## src/rtl/iob_ptfloat2double_arb.sv

```systemverilog
// Round-robin arbiter sharing one pt-float to IEEE-754 double converter among
// N_REQ requesters: capture, start, wait with timeout, respond.
module iob_ptfloat2double_arb #(
    parameter int unsigned N_REQ   = 4,
    parameter int unsigned EXP_W   = 8,
    parameter int unsigned MAN_W   = 24,
    parameter int unsigned TIMEOUT = 64
) (
    input  logic                     clk_i,
    input  logic                     arst_i,
    input  logic                     cke_i,
    input  logic [N_REQ-1:0]         req_i,
    input  logic [N_REQ*EXP_W-1:0]   req_exp_i,
    input  logic [N_REQ*MAN_W-1:0]   req_man_i,
    output logic [N_REQ-1:0]         gnt_o,
    output logic [N_REQ-1:0]         rsp_valid_o,
    output logic [63:0]              rsp_fp_o,
    output logic                     rsp_err_o,
    output logic                     busy_o,
    output logic                     conv_start_o,
    output logic [EXP_W-1:0]         conv_exp_o,
    output logic [MAN_W-1:0]         conv_man_o,
    input  logic                     conv_done_i,
    input  logic [63:0]              conv_fp_i
);

    localparam int unsigned IW = $clog2(N_REQ);
    localparam int unsigned TW = $clog2(TIMEOUT);

    localparam logic [1:0] IDLE  = 2'd0;
    localparam logic [1:0] ISSUE = 2'd1;
    localparam logic [1:0] WAIT  = 2'd2;
    localparam logic [1:0] RESP  = 2'd3;

    logic [1:0]       state, state_d;
    logic [IW-1:0]    last_gnt, last_gnt_d;
    logic [IW-1:0]    cur, cur_d;
    logic [TW-1:0]    timer, timer_d;
    logic [IW-1:0]    winner;
    logic             any_req;
    logic [EXP_W-1:0] exp_d;
    logic [MAN_W-1:0] man_d;
    logic [63:0]      fp_d;
    logic             err_d;
    logic             start_d;
    logic             busy_d;
    logic [N_REQ-1:0] valid_d;

    // Round-robin search starting just after the last served requester
    always_comb begin
        int unsigned idx;
        logic        found;
        idx    = 0;
        found  = 1'b0;
        winner = last_gnt;
        for (int unsigned i = 1; i <= N_REQ; i++) begin
            idx = (32'(last_gnt) + i) % N_REQ;
            if (!found && req_i[IW'(idx)]) begin
                winner = IW'(idx);
                found  = 1'b1;
            end
        end
    end

    assign any_req = |req_i;

    // Capture strobe coincides with the IDLE cycle whose closing edge latches operands
    assign gnt_o = (state == IDLE && cke_i && !arst_i && any_req)
                   ? (N_REQ'(1) << winner) : '0;

    always_comb begin
        state_d    = state;
        cur_d      = cur;
        last_gnt_d = last_gnt;
        timer_d    = timer;
        exp_d      = conv_exp_o;
        man_d      = conv_man_o;
        fp_d       = rsp_fp_o;
        err_d      = rsp_err_o;
        start_d    = 1'b0;
        valid_d    = '0;
        case (state)
            IDLE: begin
                if (any_req) begin
                    cur_d   = winner;
                    exp_d   = req_exp_i[32'(winner)*EXP_W +: EXP_W];
                    man_d   = req_man_i[32'(winner)*MAN_W +: MAN_W];
                    start_d = 1'b1;
                    state_d = ISSUE;
                end
            end
            ISSUE: begin
                timer_d = '0;
                state_d = WAIT;
            end
            WAIT: begin
                // A completion in the timeout cycle takes precedence
                if (conv_done_i) begin
                    fp_d    = conv_fp_i;
                    err_d   = 1'b0;
                    valid_d = N_REQ'(1) << cur;
                    state_d = RESP;
                end else if (timer == TW'(TIMEOUT - 2)) begin
                    timer_d = timer + TW'(1);
                    fp_d    = '0;
                    err_d   = 1'b1;
                    valid_d = N_REQ'(1) << cur;
                    state_d = RESP;
                end else begin
                    timer_d = timer + TW'(1);
                end
            end
            RESP: begin
                last_gnt_d = cur;
                state_d    = IDLE;
            end
            default: state_d = IDLE;
        endcase
        busy_d = (state_d != IDLE);
    end

    always_ff @(posedge clk_i) begin
        if (arst_i) begin
            state        <= IDLE;
            cur          <= '0;
            last_gnt     <= IW'(N_REQ - 1);
            timer        <= '0;
            conv_exp_o   <= '0;
            conv_man_o   <= '0;
            rsp_fp_o     <= '0;
            rsp_err_o    <= 1'b0;
            conv_start_o <= 1'b0;
            rsp_valid_o  <= '0;
            busy_o       <= 1'b0;
        end else if (cke_i) begin
            state        <= state_d;
            cur          <= cur_d;
            last_gnt     <= last_gnt_d;
            timer        <= timer_d;
            conv_exp_o   <= exp_d;
            conv_man_o   <= man_d;
            rsp_fp_o     <= fp_d;
            rsp_err_o    <= err_d;
            conv_start_o <= start_d;
            rsp_valid_o  <= valid_d;
            busy_o       <= busy_d;
        end
    end

endmodule
```

## config.mk

```make
export PLATFORM = sky130hd
export DESIGN_NAME = iob_ptfloat2double_arb
export DESIGN_NICKNAME = d
export VERILOG_FILES = /design/src/rtl/iob_ptfloat2double_arb.sv
export SDC_FILE = /design/constraint.sdc
export NUM_CORES = 1
export LEC_CHECK = 0
export BUFFER_PORTS_ARGS = -buffer_cell sky130_fd_sc_hd__clkbuf_2
export CORE_MARGIN = 2
export CORE_UTILIZATION = 30
export DETAILED_ROUTE_END_ITERATION = 8
export PLACE_DENSITY = 0.56
export SYNTH_ARGS = -nofsm -noshare
export SYNTH_HDL_FRONTEND = slang
export SYNTH_SLANG_ARGS = --single-unit
```

## constraint.sdc

```tcl
create_clock -name clk_i -period 1.7 [get_ports clk_i]
set_input_delay 0.085 -clock clk_i [delete_from_list [all_inputs] [get_ports clk_i]]
set_output_delay 0.085 -clock clk_i [all_outputs]
set_load 0.02 [all_outputs]
```

==> flow_summary_export.csv <==
group,metric,value,unit
detailed_routing,avgViaCountPerCell,5.02,
yosys,synthSimpleGateAreaFrac,16.7,%
detailed_routing,first_pass_iters,4,
sta,finClkSkew,0.0103,ns
final_layout,drive_gt1_share,48.7,%
sta,fin_setup_tns,-0.850,ns
worst_setup_path,cp-startpoint,"last_gnt[0]",
sta,tightest_slew,0.400,ns
pwr,pwr-share-comb,21.4,%
pwr,internal-power,5770,µW
cts,clockBufferDepth,2,
hold_path,worstHoldPathType,"primary input to register",
yosys,postSynthCellCount,601,
pwr,ir_worst_vdd,0.640,mV
worst_setup_path,startpoint_type,"register",
place,place_congestion,0.844,
yosys,synthTopCellsByArea,"dfxtp_1 42%, a22oi_1 9.1%, mux2i_1 6.4%",
worst_setup_path,path_max_fanout,4,
floorplanning,die_w,139,µm
floorplanning,num_rows,49,
outcome,status,"finished, violations left",
worst_setup_path,crit_path_end_kind,"output port",
sta,setup_viol,12,
sta,rsz0062_at_grt,"true",
yosys,muxShareOfSynthArea,6.41,%
place,port-buffer-count,306,
detailed_routing,vias,6503,
cts,clk_latency,0.41,ns
worst_setup_path,criticalPathCategory,"register to output port",
floorplanning,io_pins,307,
worst_setup_path,critPathSlowestCell,"dfxtp_2",
cts,h-tree-depth,4,
floorplanning,die_area,0.0193,mm²
detailed_routing,drt-met1-wl,9000,µm
detailed_routing,topRoutingLayerUsed,"met5",
worst_setup_path,required,1.62,ns
hold_path,min_from,"req_man_i[82]",
pwr,pwr-share-clk,43.0,%
cts,cts_sinks,115,
detailed_routing,routed_wl,22600,µm
yosys,synth_compound_area_share,26.7,%
yosys,synth_ff_type,"dfxtp_1",
floorplanning,initial_utilization,30.5,%
pwr,power_density,816,mW/mm²
global_route,grt_max_degree,78,
worst_setup_path,cp_top_family,"simple AND/OR/NAND/NOR gates",
global_route,grt_pass1_wl,33500,µm
global_route,antenna_found_initial,2,
worst_setup_path,crit_arrival,1.79,ns
yosys,synth_seq_area_share,42.1,%
pwr,seqPwrFrac,35.6,%
yosys,synth_seq_cells,115,
final_layout,final_cell_mix,"302 x clkbuf_2, 118 x dlygate4sd3_1, 110 x dfxtp_1",
pwr,finalPower,8160,µW
yosys,synthArstFlopShare,0,%
floorplanning,core_area,0.0179,mm²
yosys,synth_edf_count,0,
worst_setup_path,path_buf_inv,2,
detailed_routing,wl_per_cell,17.4,µm
sta,fin_crit,1.87,ns
pwr,p_leak,0.00456,µW
worst_setup_path,crit_cells,7,
pwr,swShare,29.3,%
yosys,syn-num-nets,808,
floorplanning,die_h,139,µm
run,maxCapViolations,0,
worst_setup_path,reg2reg_from,"last_gnt[0]",
outcome,violations,"negative setup slack",
global_route,grt_usage,21.5,%
sta,setup_ws,-0.174,ns
pwr,switchingPower,2390,µW
yosys,avgSynthCellArea,9.09,µm²
detailed_routing,post-route-drc-count,0,
yosys,synth_fa_ha_area_share,1.60,%
global_route,grt_pass1_vias,6503,
hold_path,worstHoldPathCells,3,
detailed_routing,postRouteAntennaNets,0,
sta,finalCritPeriodShare,110,%
yosys,synth_top_family_by_area,"compound AO/OA/AOI/OAI gates",
cts,cts_tree,"done",
global_route,grt_overflow,0,
cts,clk_pin_slew,0.06,ns
worst_setup_path,path_cells,"or2b_1 > o211ai_1 > nand2_1 > nand3_4 > buf_12 > nor2_2 > buf_6",
final_layout,area_growth,82.9,%
place,dp_hpwl,14000,µm
cts,cts-root-buf,"clkbuf_16",
final_layout,nets,1259,
yosys,yosysWarnings,0,
yosys,synthXorXnorAreaFrac,0.481,%
detailed_routing,drtIter0Drc,297,
detailed_routing,met2_length,11300,µm
yosys,netlist.area_leader.share,42.1,%
detailed_routing,wl_met3,1700,µm
yosys,synth_area,0.00546,mm²
final_layout,final_common_cell,"clkbuf_2",
yosys,yosysTopAreaCell,"dfxtp_1",
sta,timing.slew.headroom,73.4,%
sta,slew_violations,0,
cts,cts_buffers,17,
sta,fmax,534,MHz
worst_setup_path,cpPeakStageDelay,0.34,ns
sta,finalHoldViolations,0,
worst_setup_path,rr_worst_depth,8,
yosys,synthDistinctLibCells,50,
## area by class of cell
| cell class | instances | area [µm²] |
|---|---|---|
| antenna | 1 | 2.50 |
| clock buffer | 18 | 429 |
| clock inverter | 14 | 144 |
| fill | 1565 | 7910 |
| inverter | 7 | 26.3 |
| multi-input combinational | 423 | 3260 |
| sequential | 115 | 2310 |
| tap | 229 | 287 |
| timing repair buffer | 488 | 3540 |
## per-stage QoR
step / setup slack, ns / utilization, % / std cells / hold slack, ns / instance area [µm²]
2_1_floorplan: 0.0409 / - / 601 / 0.233 / 5500
5_1_grt: -0.246 / 55.8 / 1295 / 0.00924 / 9990
3_5_place_dp: -0.0622 / 41.5 / 1117 / 0.329 / 7430
6_report: -0.174 / 55.8 / 1295 / 0.0163 / 9990
3_3_place_gp: -0.0246 / 41.5 / 1117 / 0.319 / 7430
4_1_cts: -0.207 / 52.7 / 1282 / 0.000376 / 9430
## cell families (layout without fill, tap and decap cells)
group,count (synthesis),count (layout)
simple gates,191,192
compound gates,186,186
flops,115,115
buf+inv,64,527
mux,35,35
fa+ha+maj,7,7
xor+xnor,3,3
other cells,0,1
## worst min-delay path, stage by stage
cell	delay, ns
clkbuf_2	0.10
mux2i_2	0.08
o211ai_2	0.13
## layer usage
layer / vias up / track usage (%)
li1: 3128 / -
met2: 273 / 37.4
met5: - / 0
met4: 2 / 8.72
met1: 3064 / 24.9
met3: 36 / 6.15
## flip-flops by register name (all words and copies together) (netlist names)
register      cells
busy_o            1
timer             6
cur               2
conv_man_o       24
rsp_fp_o         64
rsp_valid_o       4
conv_start_o      1
rsp_err_o         1
conv_exp_o        8
state             2
last_gnt          2
## Yosys cell counts (12+ instances only)
master	instances
buf_2	12
a21o_1	20
clkbuf_1	30
dfxtp_1	115
nor2_1	84
nand4_1	34
o211ai_2	13
o211ai_1	21
o31ai_1	32
nand2_1	46
a22oi_1	66
a21o_2	12
mux2i_1	35
## power groups by stage
| stage | logic (µW) | registers, µW | clock network [µW] |
|---|---|---|---|
| floorplan | 600 | 3090 | 0 |
| global placement | 1300 | 2960 | 0 |
| detailed placement | 1300 | 2960 | 0 |
| CTS | 1630 | 2900 | 3590 |
| global route | 1870 | 2920 | 3710 |
| finish | 1740 | 2900 | 3510 |
## path summary, 6_finish.rpt
| path | end | slack [ns] |
|---|---|---|
| worst max-delay path | gnt_o[2] | -0.17 |
| worst min-delay path | conv_man_o[10] | 0.02 |
| worst max register to register | conv_exp_o[7] | -0.09 |
| worst min register to register | conv_man_o[5] | 0.46 |
## repair_timing
action / CTS / global route
endpoints found under the setup margin: 11 / 99
cloned: 3 / 7
resized for setup: 24 / 93
endpoints found under the hold margin: 93 / 1
hold buffers: 117 / 1
buffers inserted: 13 / 6
pin swaps: 7 / 35
Power figures use the tool's default switching activity.
